### src/rtl/vga_fill_ctrl.sv
// APB-programmed rectangle fill sequencer driving the VGA pixel-write port in raster order.
// Optional macro VGA_FILL_IRQ_EN adds irq_o and the IRQ register at 0x1C.
`timescale 1ns/1ps
module vga_fill_ctrl #(
    parameter int APB_ADDR_WIDTH = 12,
    parameter int APB_DATA_WIDTH = 32,
    parameter int COORD_W        = 11,
    parameter int COLOR_W        = 2,
    parameter int H_RES          = 640,
    parameter int V_RES          = 480
) (
    input  logic                      clk_i,
    input  logic                      rst_i,
    input  logic [APB_ADDR_WIDTH-1:0] apb_paddr_i,
    input  logic [APB_DATA_WIDTH-1:0] apb_pwdata_i,
    input  logic                      apb_pwrite_i,
    input  logic                      apb_psel_i,
    input  logic                      apb_penable_i,
    output logic [APB_DATA_WIDTH-1:0] apb_prdata_o,
    output logic                      apb_pready_o,
    output logic                      apb_pslverr_o,
    output logic [COORD_W-1:0]        pix_x_o,
    output logic [COORD_W-1:0]        pix_y_o,
    output logic [COLOR_W-1:0]        pix_color_o,
    output logic                      pix_we_o,
    input  logic                      pix_ready_i,
`ifdef VGA_FILL_IRQ_EN
    output logic                      irq_o,
`endif
    output logic                      busy_o
);
    localparam int CNT_W = 22;
    localparam logic [APB_ADDR_WIDTH-1:0] A_X0    = APB_ADDR_WIDTH'('h00);
    localparam logic [APB_ADDR_WIDTH-1:0] A_Y0    = APB_ADDR_WIDTH'('h04);
    localparam logic [APB_ADDR_WIDTH-1:0] A_W     = APB_ADDR_WIDTH'('h08);
    localparam logic [APB_ADDR_WIDTH-1:0] A_H     = APB_ADDR_WIDTH'('h0C);
    localparam logic [APB_ADDR_WIDTH-1:0] A_COLOR = APB_ADDR_WIDTH'('h10);
    localparam logic [APB_ADDR_WIDTH-1:0] A_CTRL  = APB_ADDR_WIDTH'('h14);
    localparam logic [APB_ADDR_WIDTH-1:0] A_COUNT = APB_ADDR_WIDTH'('h18);
    localparam logic [COORD_W:0]          H_LIM   = (COORD_W+1)'(H_RES);
    localparam logic [COORD_W:0]          V_LIM   = (COORD_W+1)'(V_RES);

    typedef enum logic [1:0] {S_IDLE, S_CLIP, S_FILL, S_DONE} state_t;
    state_t r_state, w_state_nxt;

    logic [COORD_W-1:0] r_x0, r_y0, r_w, r_h, r_lx0, r_ly0, r_lw, r_lh, r_cx, r_cy;
    logic [COLOR_W-1:0] r_color, r_lcolor;
    logic [COORD_W:0]   r_xe, r_ye;
    logic [CNT_W-1:0]   r_count;
    logic               r_done, r_pready;

    logic w_access, w_wr, w_busy, w_geom_addr, w_start_req, w_start_ok, w_abort_ok;
    logic w_xfer, w_last_x, w_last_y, w_empty, w_unused, w_irq_clr;
    logic [COORD_W:0] w_xsum, w_ysum, w_xe, w_ye;
    logic [APB_DATA_WIDTH-1:0] w_rdata;

    assign w_unused    = ^apb_pwdata_i[APB_DATA_WIDTH-1:COORD_W];
    assign w_access    = apb_psel_i & apb_penable_i;
    assign w_wr        = w_access & r_pready & apb_pwrite_i;
    assign w_busy      = (r_state == S_CLIP) || (r_state == S_FILL);
    assign w_geom_addr = (apb_paddr_i == A_X0) || (apb_paddr_i == A_Y0) || (apb_paddr_i == A_W) ||
                         (apb_paddr_i == A_H)  || (apb_paddr_i == A_COLOR);
    // ABORT dominates START when both bits are written together.
    assign w_start_req = (apb_paddr_i == A_CTRL) & apb_pwdata_i[0] & ~apb_pwdata_i[1];
    assign w_start_ok  = w_wr & w_start_req & ~w_busy;
    assign w_abort_ok  = w_wr & (apb_paddr_i == A_CTRL) & apb_pwdata_i[1] & w_busy;

    // Clip arithmetic carries one extra bit so X0+WIDTH never wraps.
    assign w_xsum  = {1'b0, r_lx0} + {1'b0, r_lw};
    assign w_ysum  = {1'b0, r_ly0} + {1'b0, r_lh};
    assign w_xe    = (w_xsum > H_LIM) ? H_LIM : w_xsum;
    assign w_ye    = (w_ysum > V_LIM) ? V_LIM : w_ysum;
    assign w_empty = (r_lw == '0) || (r_lh == '0) || ({1'b0, r_lx0} >= H_LIM) || ({1'b0, r_ly0} >= V_LIM);

    assign w_xfer   = (r_state == S_FILL) & pix_ready_i;
    assign w_last_x = ({1'b0, r_cx} == r_xe - (COORD_W+1)'(1));
    assign w_last_y = ({1'b0, r_cy} == r_ye - (COORD_W+1)'(1));

`ifdef VGA_FILL_IRQ_EN
    logic r_irq_en;
    assign w_irq_clr = w_wr & (apb_paddr_i == APB_ADDR_WIDTH'('h1C)) & apb_pwdata_i[1];
    assign irq_o     = r_done & r_irq_en;
`else
    assign w_irq_clr = 1'b0;
`endif

    always_comb begin
        // NOTE: every combinational output gets a default first so no path can infer a latch.
        w_state_nxt = r_state;
        case (r_state)
            S_IDLE: if (w_start_ok) w_state_nxt = S_CLIP;
            S_CLIP: begin
                if (w_abort_ok)   w_state_nxt = S_IDLE;
                else if (w_empty) w_state_nxt = S_DONE;
                else              w_state_nxt = S_FILL;
            end
            S_FILL: begin
                if (w_abort_ok)                          w_state_nxt = S_IDLE;
                else if (w_xfer && w_last_x && w_last_y) w_state_nxt = S_DONE;
            end
            S_DONE: w_state_nxt = w_start_ok ? S_CLIP : S_IDLE;
            default: w_state_nxt = S_IDLE;
        endcase
    end

    always_comb begin
        w_rdata = '0;
        case (apb_paddr_i)
            A_X0:    w_rdata[COORD_W-1:0] = r_x0;
            A_Y0:    w_rdata[COORD_W-1:0] = r_y0;
            A_W:     w_rdata[COORD_W-1:0] = r_w;
            A_H:     w_rdata[COORD_W-1:0] = r_h;
            A_COLOR: w_rdata[COLOR_W-1:0] = r_color;
            A_CTRL:  w_rdata[1:0]         = {r_done, w_busy};
            A_COUNT: w_rdata[CNT_W-1:0]   = r_count;
`ifdef VGA_FILL_IRQ_EN
            APB_ADDR_WIDTH'('h1C): w_rdata[0] = r_irq_en;
`endif
            default: w_rdata = '0;
        endcase
    end

    always_ff @(posedge clk_i or posedge rst_i) begin
        if (rst_i) r_state <= S_IDLE;
        else       r_state <= w_state_nxt;
    end

    // NOTE: all sequential state uses non-blocking assignment so every flop samples pre-edge values.
    always_ff @(posedge clk_i or posedge rst_i) begin
        if (rst_i) begin
            r_pready <= 1'b0;
            r_x0 <= '0; r_y0 <= '0; r_w <= '0; r_h <= '0; r_color <= '0;
            r_lx0 <= '0; r_ly0 <= '0; r_lw <= '0; r_lh <= '0; r_lcolor <= '0;
            r_xe <= '0; r_ye <= '0; r_cx <= '0; r_cy <= '0;
            r_count <= '0;
            r_done <= 1'b0;
`ifdef VGA_FILL_IRQ_EN
            r_irq_en <= 1'b0;
`endif
        end else begin
            r_pready <= w_access & ~r_pready;
            if (w_wr && !w_busy) begin
                case (apb_paddr_i)
                    A_X0:    r_x0    <= apb_pwdata_i[COORD_W-1:0];
                    A_Y0:    r_y0    <= apb_pwdata_i[COORD_W-1:0];
                    A_W:     r_w     <= apb_pwdata_i[COORD_W-1:0];
                    A_H:     r_h     <= apb_pwdata_i[COORD_W-1:0];
                    A_COLOR: r_color <= apb_pwdata_i[COLOR_W-1:0];
                    default: ;
                endcase
            end
`ifdef VGA_FILL_IRQ_EN
            if (w_wr && apb_paddr_i == APB_ADDR_WIDTH'('h1C)) r_irq_en <= apb_pwdata_i[0];
`endif
            if (w_start_ok) begin
                r_lx0 <= r_x0; r_ly0 <= r_y0; r_lw <= r_w; r_lh <= r_h; r_lcolor <= r_color;
                r_count <= '0;
            end
            if (r_state == S_CLIP) begin
                r_xe <= w_xe; r_ye <= w_ye; r_cx <= r_lx0; r_cy <= r_ly0;
            end else if (w_xfer) begin
                r_count <= r_count + CNT_W'(1);
                if (w_last_x) begin
                    r_cx <= r_lx0;
                    r_cy <= r_cy + COORD_W'(1);
                end else begin
                    r_cx <= r_cx + COORD_W'(1);
                end
            end
            if (w_start_ok)              r_done <= 1'b0;
            else if (r_state == S_DONE)  r_done <= 1'b1;
            else if (w_irq_clr)          r_done <= 1'b0;
        end
    end

    assign apb_pready_o  = r_pready;
    assign apb_prdata_o  = r_pready ? w_rdata : '0;
    assign apb_pslverr_o = r_pready & apb_pwrite_i & w_busy & (w_geom_addr | w_start_req);
    assign busy_o        = w_busy;
    assign pix_we_o      = (r_state == S_FILL);
    assign pix_x_o       = pix_we_o ? r_cx : '0;
    assign pix_y_o       = pix_we_o ? r_cy : '0;
    assign pix_color_o   = pix_we_o ? r_lcolor : '0;
endmodule

### config.mk
export PLATFORM = sky130hd
export DESIGN_NAME = vga_fill_ctrl
export DESIGN_NICKNAME = d
export VERILOG_FILES = /design/src/rtl/vga_fill_ctrl.sv
export SDC_FILE = /design/constraint.sdc
export NUM_CORES = 1
export LEC_CHECK = 0
export CAP_MARGIN = 20
export CELL_PAD_IN_SITES_DETAIL_PLACEMENT = 0
export CELL_PAD_IN_SITES_GLOBAL_PLACEMENT = 2
export CORE_MARGIN = 1.5
export CORE_UTILIZATION = 37
export CTS_BUF_LIST = sky130_fd_sc_hd__clkbuf_8
export DETAILED_ROUTE_END_ITERATION = 16
export GPL_TIMING_DRIVEN = 1
export PLACE_DENSITY = 0.82
export SLEW_MARGIN = 20
export SYNTH_ARGS = -nofsm -noshare
export SYNTH_HDL_FRONTEND = slang
export SYNTH_SLANG_ARGS = --single-unit
### constraint.sdc
create_clock -name clk_i -period 7.56 [get_ports clk_i]
set_clock_uncertainty 0.2 [all_clocks]
set_input_delay 1.512 -clock clk_i [delete_from_list [all_inputs] [get_ports clk_i]]
set_output_delay 1.512 -clock clk_i [all_outputs]
set_load 0.01 [all_outputs]
---- Word level (Yosys, flattened, before mapping) ----
Index checks and enable logic that the tools add are counted.
storage, ports and cells
  logic and storage cells ................. 114
  output and inout port bits .............. 60
  input bits .............................. 50
  register bits after elaboration ......... 164
cells by class
  eq/ne operators ......................... 13
  reduce and logical (&&, ||, !) cells .... 26
  mux-type cells .......................... 27
  add/subtract/negate cells ............... 7
  bitwise operators ....................... 19
  magnitude comparators ................... 4
operators by type and width
  kind                                                                  count
  two-way mux 11 bit                                                    9
  two-way mux 22 bit                                                    4
  one-hot mux 9 bit (5 select lines)                                    1
  equality test 12 x 5 -> 1 bit (second input constant)                 3
  adder 11 x 11 -> 12 bit                                               2
  equality test 11 x 12 -> 1 bit                                        2
  equality test 12 x 4 -> 1 bit (second input constant)                 2
  two-way mux 12 bit                                                    2
  subtractor 12 x 1 -> 12 bit (second input constant)                   2
  adder 11 x 1 -> 11 bit (second input constant)                        2
  adder 22 x 1 -> 22 bit (second input constant)                        1
  zero test 11 bit                                                      2
  AND 1 bit                                                             15
  one-hot mux 2 bit (7 select lines)                                    1
  AND reduction 2 bit                                                   7
  equality test 12 x 3 -> 1 bit (second input constant)                 1
  > comparator 12 x 10 -> 1 bit (second input constant)                 1
  > comparator 12 x 9 -> 1 bit (second input constant)                  1
  zero test 12 bit                                                      1
  greater-or-equal comparator 11 x 10 -> 1 bit (second input constant)  1
  greater-or-equal comparator 11 x 9 -> 1 bit (second input constant)   1
  two-way mux 2 bit                                                     5
  logical OR 1 bit                                                      8
  one-hot mux 2 bit (4 select lines)                                    1
  11 further kinds                                                      21

---- Longest topological paths before layout ----
Gate-level depths: netlist (run 1).
  depth in word-level cells ............... 8
  depth in mapped cells ................... 10
  gate-level depth less buffers ........... 10

---- Least setup slack after synthesis (run 1) ----
No wires, ideal clock.
  kind .................................... in2out
  start point ............................. input apb_paddr_i[1]
  end point ............................... output apb_prdata_o[0]
  setup slack ............................. 2.808 ns
  data required time ...................... 5.848 ns
  cell stages on the path ................. 6
  arrival ................................. 3.040 ns
  path buffers ............................ 1
  cell sequence ........................... nor4_1 > nand3_1 > nor3b_1 > clkbuf_1 > a22oi_1 > a31oi_1
on the way
  cells in the longest elaborated chain, start to end .. 3
  elaborated cells between the ends (all ways) .. 9
  those cells by class .................... eq/ne: 6; mux: 2; reduce/logical: 1
ends and longest elaborated chain
  what                                                         RTL line  source
  start: declaration                                           14        input logic [APB_ADDR_WIDTH-1:0] apb_paddr_i,
  equality test 12 x 5 -> 1 bit, or another cell as far along  108       case (apb_paddr_i)
  one-hot mux 2 bit (7 select lines) *                         108
  two-way mux 22 bit *                                         177       assign apb_prdata_o = r_pready ? w_rdata : '0;
  end: declaration                                             19        output logic [APB_DATA_WIDTH-1:0] apb_prdata_o,
Mark *: on every way between the ends. The rest lies on a longest branch, timed or not.

---- Worst setup path after layout (run 1) ----
Same ends and word-level chain as after synthesis.

==> results_dict.tcl, run 1 <==
set metrics [dict create \
    run_status "complete, no violations" \
    ports 110 \
    final_core_utilization 0.431 \
    h-tree-depth 4 \
    vias_per_cell 5.47 \
    setup_viol_count_final 0 \
    hold_path.class "reg -> reg" \
    number_of_instances_in_the_synthesized_netlist 1054 \
    vias 7982 \
    depth_of_the_worst_register_to_register_path 7 \
    placeableCoreArea_um2 25900 \
    grt_antenna_before_repair 0 \
    cts_repair_resize_count 0 \
    max_cap_violations 0 \
    clockRootBuffer "sky130_fd_sc_hd__clkbuf_8" \
    ir_drop_mv 0.114 \
    yosysTopAreaCellShare 0.423 \
    top_register "r_count" \
    horizontal_die_dimension_um 165 \
    placement.io_buffers 78 \
    num_antenna_cells 0 \
    synth_warnings 0 \
    final_layout_size_suffix_gt1_frac 0.106 \
    fp.dieArea_um2 27200 \
    pin_count_of_the_biggest_net_entering_global_routing 62 \
    fill_cells 2579 \
    grt_pass1_wl_um 44400 \
    number_of_register_bits_inferred_by_synthesis 164 \
    timing.hold.worst_path_depth 2 \
    tritoncts "built" \
    floorplan.die.height_um 165 \
    synth_area_um2 9710 \
    avgSynthCellArea_um2 9.21 \
    cts-buffers-inserted 17 \
    cp-start-kind "input port" \
    detailed_place.area_um2 10700 \
    critical_path_peak_fanout 12 \
    rsz0062_at_grt "no" \
    insertion_delay_ns 0.48 \
    tmin_final_ns 6.18 \
    hpwl_um 20200 \
    yosys.area.top_type "sky130_fd_sc_hd__dfrtp_1" \
    synth.area.top_cells "sky130_fd_sc_hd__dfrtp_1 (42%), sky130_fd_sc_hd__nand2_1 (7.6%), sky130_fd_sc_hd__mux2_2 (7.0%)" \
    vias_in_the_first_global_route 7782 \
    power_leakage_nw 5.04 \
    routed_wire_length_per_instance_um 18.7 \
    cp.required_ns 5.85 \
    most-common-layout-cells "sky130_fd_sc_hd__nand2_1 (196), sky130_fd_sc_hd__dfrtp_1 (164), sky130_fd_sc_hd__clkdlybuf4s50_1 (78), sky130_fd_sc_hd__mux2_2 (60)" \
    worst_setup_path_end_kind "primary output" \
    finalCritPeriodShare 0.818 \
    rows 59 \
    gr-total-overflow 0 \
    number_of_synthesized_flops_with_an_enable_pin 0 \
    prevailing_post_synth_register_cell "sky130_fd_sc_hd__dfrtp_1" \
    route.detailed.drc 0 \
    cts_post_setup_buffers_inserted 0 \
    arrival_ns 4.47 \
    globalRouteMet1Util 0.317 \
    gr-usage-met2 0.316 \
    fmax_mhz 162 \
    antenna_violation_net_count_after_detailed_routing 0 \
    ctsHoldBuffers 0 \
    critPathKind "in -> out" \
    largest_reg_flops 22 \
    timing.final.hold_violations 0 \
    worst_slew_pin_slew_ns 0.921 \
    num-nets-final 1195 \
    cts_buffer_depth 2 \
    layout.cells.most_common "sky130_fd_sc_hd__nand2_1" \
    grtUsageTotal 0.213 \
    grt_met3_usage 0.0334 \
    synth_seq_area_share 0.423 \
    biggestRegsByFlops "r_count x22, r_xe x12, r_ye x12" \
    starting_density_of_the_core 0.375 \
    area_growth_syn_to_layout_pct 15.0 \
    timing_max_transition_violations_final 0 \
    netlist-cell-type-count 74 \
    final_standard_cell_area_without_fillers_um2 11200 \
    setup_tns_ns 0 \
    totalWireLength_um 27300 \
    dr.first_iter.drc_count 505 \
    max_slew_headroom 0.380 \
    pwr_density_cell_nw_per_um2 228 \
    clock_sinks 164 \
    gpl.final_weighted_congestion 0.825 \
    cts.clk_slew.worst_paths_ns 0.10 \
    async_reset_ff_frac 1.00 \
    grt_most_used_layer "met1" \
    drt-pass1-iter-count 5 \
]
## critical path: stages
cell,delay [ns]
sky130_fd_sc_hd__clkdlybuf4s50_1,0.40
sky130_fd_sc_hd__nor4_1,0.33
sky130_fd_sc_hd__nand3_1,0.21
sky130_fd_sc_hd__nor2_1,0.19
sky130_fd_sc_hd__nand2_1,0.07
sky130_fd_sc_hd__nor2_1,0.70
sky130_fd_sc_hd__a22oi_1,0.15
sky130_fd_sc_hd__a31oi_1,0.31
sky130_fd_sc_hd__clkdlybuf4s50_1,0.60
## stage by stage
step | power (W) | std cells | hold WS [ns] | setup WS (ns)
after floorplan | 0.00165 | 1063 | 0.230 | 1.41
after global placement | 0.00190 | 1427 | 0.250 | 1.38
after detailed placement | 0.00191 | 1427 | 0.251 | 1.41
after CTS | 0.00257 | 1459 | 0.276 | 1.37
after global routing | 0.00273 | 1459 | 0.322 | 1.10
final | 0.00255 | 1459 | 0.271 | 1.38
## area by class of cell
cell class              instances  area (µm²)  share of cell area
flip-flops and latches        164        4100               0.368
multi-input cells             803        5240               0.469
well taps                     335         419              0.0375
repair buffers                 86         841              0.0753
clock buffers                  17         234              0.0210
inverters                      39         151              0.0136
clock inverters                15         179              0.0160
## synth_stat cells, drive strengths merged, types with 11 or more instances
cell type / number
a31oi: 11
or3: 12
o21ai: 47
and3: 20
nand4: 15
nand2: 196
nor2: 45
xnor2: 32
nor3: 23
mux2: 61
ha: 32
a22oi: 11
clkbuf: 42
inv: 39
nor2b: 18
dfrtp: 164
nor4: 14
a21oi: 35
buf: 15
and2: 31
nand3: 46
## path summary, 6_finish.rpt
path                                         start                       to  slack (ns)
max                                 apb_paddr_i[1]          apb_prdata_o[0]        1.38
min                        r_lcolor[0]$_DFFE_PP0P_  r_lcolor[0]$_DFFE_PP0P_        0.27
max reg2reg                    r_xe[3]$_DFFE_PP0P_      r_cx[2]$_DFFE_PP0P_        4.05
min reg2reg                r_lcolor[0]$_DFFE_PP0P_  r_lcolor[0]$_DFFE_PP0P_        0.27
max in group asynchronous                    rst_i      r_ye[6]$_DFFE_PP0P_        4.72
min in group asynchronous                    rst_i      r_lw[2]$_DFFE_PP0P_        1.22
## metal layers
layer / part of all wire / routed length (µm)
met4: 0.020 / 556
met1: 0.50 / 13800
met5: 0 / 0
met2: 0.43 / 11800
met3: 0.041 / 1120
## power by group
group	leakage, nW	switching (W)	internal [W]
clock	0.208	0.000401	0.000255
sequential	2.21	0.000119	0.000947
combinational	2.63	0.000485	0.000343
## logic make-up (layout without fill, tap and decap cells)
group	after synthesis	in the layout	share of synthesized area
flops	164	164	0.423
other cells	1	10	0.000386
compound gates	196	196	0.143
buf+inv	96	157	0.0419
xor+xnor	40	40	0.0361
fa+ha+maj	34	34	0.0454
mux	70	70	0.0804
simple gates	453	453	0.230
No activity file was read; power rests on OpenSTA's default activity.
==> run 2, diff against run 1 <==
--- a/config.mk
+++ b/config.mk
@@ -9,11 +9,11 @@
 export CELL_PAD_IN_SITES_DETAIL_PLACEMENT = 0
 export CELL_PAD_IN_SITES_GLOBAL_PLACEMENT = 2
 export CORE_MARGIN = 1.5
-export CORE_UTILIZATION = 37
+export CORE_UTILIZATION = 33
 export CTS_BUF_LIST = sky130_fd_sc_hd__clkbuf_8
 export DETAILED_ROUTE_END_ITERATION = 16
 export GPL_TIMING_DRIVEN = 1
-export PLACE_DENSITY = 0.82
+export PLACE_DENSITY = 0.78
 export SLEW_MARGIN = 20
 export SYNTH_ARGS = -nofsm -noshare
 export SYNTH_HDL_FRONTEND = slang
==> constraint.sdc (replaced) <==
create_clock -name clk_i -period 5.6 [get_ports clk_i]
set_clock_uncertainty 0.2 [all_clocks]
set_input_delay 1.12 -clock clk_i [delete_from_list [all_inputs] [get_ports clk_i]]
set_output_delay 1.12 -clock clk_i [all_outputs]
set_load 0.01 [all_outputs]
==> run 2 against run 1 <==
  * Final area is 0.83% higher
  * Sequential power up 35%
  * Power rose by 35%
  * Via count fell by 0.10%
  * Critical path depth fell by 1
  * Utilization is 4.1 points lower
  * Global-route usage shrank 2.7 points
==> results_dict.tcl, run 2 (same netlist as run 1, synthesis figures left out) <==
set metrics [dict create \
    run_status "complete, no violations" \
    gpl.final_weighted_congestion 0.790 \
    ir_drop_mv 0.128 \
    critical_path_peak_fanout 12 \
    num_antenna_cells 0 \
    flop_to_flop_setup_slack_ns 2.05 \
    ctsHoldBuffers 0 \
    arrival_ns 3.90 \
    crit_top_cell "sky130_fd_sc_hd__clkdlybuf4s50_1" \
    horizontal_die_dimension_um 175 \
    biggestRegsByFlops "r_count x22, r_xe x12, r_ye x12" \
    clockRootBuffer "sky130_fd_sc_hd__clkbuf_8" \
    antenna_violation_net_count_after_detailed_routing 0 \
    crit_path_start "apb_paddr_i[1]" \
    fmax_mhz 192 \
    route.detailed.drc 0 \
    placeableCoreArea_um2 28900 \
    finalCritPeriodShare 0.932 \
    drt-pass1-iter-count 5 \
    setup_tns_ns 0 \
    rows 62 \
    dr.first_iter.drc_count 703 \
    hpwl_um 20600 \
    starting_density_of_the_core 0.336 \
    crit-reg2reg-launch "r_xe[3]$_DFFE_PP0P_" \
    insertion_delay_ns 0.48 \
    vias_in_the_first_global_route 7611 \
    hold_path_startpoint "r_lcolor[1]$_DFFE_PP0P_" \
    cts.clk_slew.worst_paths_ns 0.09 \
    timing.hold.worst_path_depth 2 \
    largest_reg_flops 22 \
    hold_path.class "reg -> reg" \
    depth_of_the_worst_register_to_register_path 7 \
    clock_sinks 164 \
    ports 110 \
    setup_viol_count_final 0 \
    critPathKind "in -> out" \
    totalWireLength_um 27600 \
    crit_slowest_cell "sky130_fd_sc_hd__clkdlybuf4s50_1" \
    cts_buffer_depth 2 \
    cts_post_setup_buffers_inserted 0 \
    cts-buffers-inserted 17 \
    max_slew_headroom 0.338 \
    hold_path_endpoint "r_lcolor[1]$_DFFE_PP0P_" \
    cp-start-kind "input port" \
    grt_pass1_wl_um 43900 \
    layout.cells.most_common "sky130_fd_sc_hd__nand2_1" \
    pwr_density_cell_nw_per_um2 306 \
    placement.io_buffers 78 \
    area_growth_syn_to_layout_pct 16.0 \
    pin_count_of_the_biggest_net_entering_global_routing 66 \
    worst_slew_pin_slew_ns 0.993 \
    rsz0062_at_grt "no" \
    h-tree-depth 4 \
    timing_max_transition_violations_final 0 \
    grt_antenna_before_repair 0 \
    grtUsageTotal 0.186 \
    power_leakage_nw 5.06 \
    floorplan.die.height_um 175 \
    vias 7974 \
    top_register "r_count" \
    tritoncts "built" \
    cp_slowest_stage_delay_ns 0.61 \
    tightest_hold_margin_ns 0.279 \
    tmin_final_ns 5.22 \
    fp.dieArea_um2 30500 \
    worst_setup_path_end_kind "primary output" \
    gr-total-overflow 0 \
    timing.final.hold_violations 0 \
    reg2reg_to "r_cx[9]$_DFFE_PP0P_" \
    cp.required_ns 4.28 \
    routed_wire_length_per_instance_um 18.3 \
    total_power_w 0.00345 \
    max_cap_violations 0 \
    cp_cell_sequence "clkdlybuf4s50_1, nor4_1, nand3_1, nor2_1, and3_1, a22oi_1, a31oi_1, clkdlybuf4s50_1" \
    cts_repair_resize_count 0 \
    num-nets-final 1198 \
    most-common-layout-cells "sky130_fd_sc_hd__nand2_1 (196), sky130_fd_sc_hd__dfrtp_1 (164), sky130_fd_sc_hd__clkdlybuf4s50_1 (78), sky130_fd_sc_hd__mux2_2 (60)" \
    vias_per_cell 5.28 \
    final_layout_size_suffix_gt1_frac 0.107 \
]
run 2: critical path, delay by kind of cell:
| kind | cells | cell delay, ns |
|---|---|---|
| and+or+nand+nor | 4 | 1.27 |
| AOI/OAI and AO/OA | 2 | 0.50 |
| buffers and inverters | 2 | 1.01 |
run 2: where the power goes:
group | switching, W | total (W) | leakage [nW] | internal, W
logic | 0.000673 | 0.00114 | 2.65 | 0.000462
registers | 0.000156 | 0.00144 | 2.21 | 0.00128
clock network | 0.000537 | 0.000874 | 0.201 | 0.000337
total | 0.00137 | 0.00345 | 5.06 | 0.00208
run 2: how the worst max path moves through the flow:
| stage | end | slack, ns |
|---|---|---|
| after global placement | apb_prdata_o[1] | 0.45 |
| final | apb_prdata_o[1] | 0.38 |
| after CTS | apb_prdata_o[1] | 0.43 |
| after detailed placement | apb_prdata_o[1] | 0.45 |
| after global routing | apb_prdata_o[1] | 0.23 |
| after floorplan | apb_prdata_o[0] | 1.63 |
run 2: final cells by class:
| cell class | instances | area [µm²] |
|---|---|---|
| tap | 384 | 480 |
| timing repair buffer | 89 | 888 |
| multi-input combinational | 803 | 5230 |
| sequential | 164 | 4100 |
| clock buffer | 17 | 234 |
| fill | 2949 | 17600 |
| inverter | 39 | 150 |
| clock inverter | 15 | 165 |
run 2: per-layer routing:
metal	global-route usage	up-vias	part of all wire
li1	-	3883	-
met1	0.279	3863	0.51
met2	0.268	195	0.42
met3	0.0300	33	0.035
met4	0.0641	0	0.028
met5	0	-	0
run 2: stage by stage:
step                cells  setup slack (ns)  area (µm²)  utilization
floorplan            1063              1.63        9740            -
global placement     1479             0.455       10900        0.376
detailed placement   1479             0.453       10900        0.376
CTS                  1511             0.430       11300        0.390
global route         1511             0.233       11300        0.390
finish               1511             0.379       11300        0.390
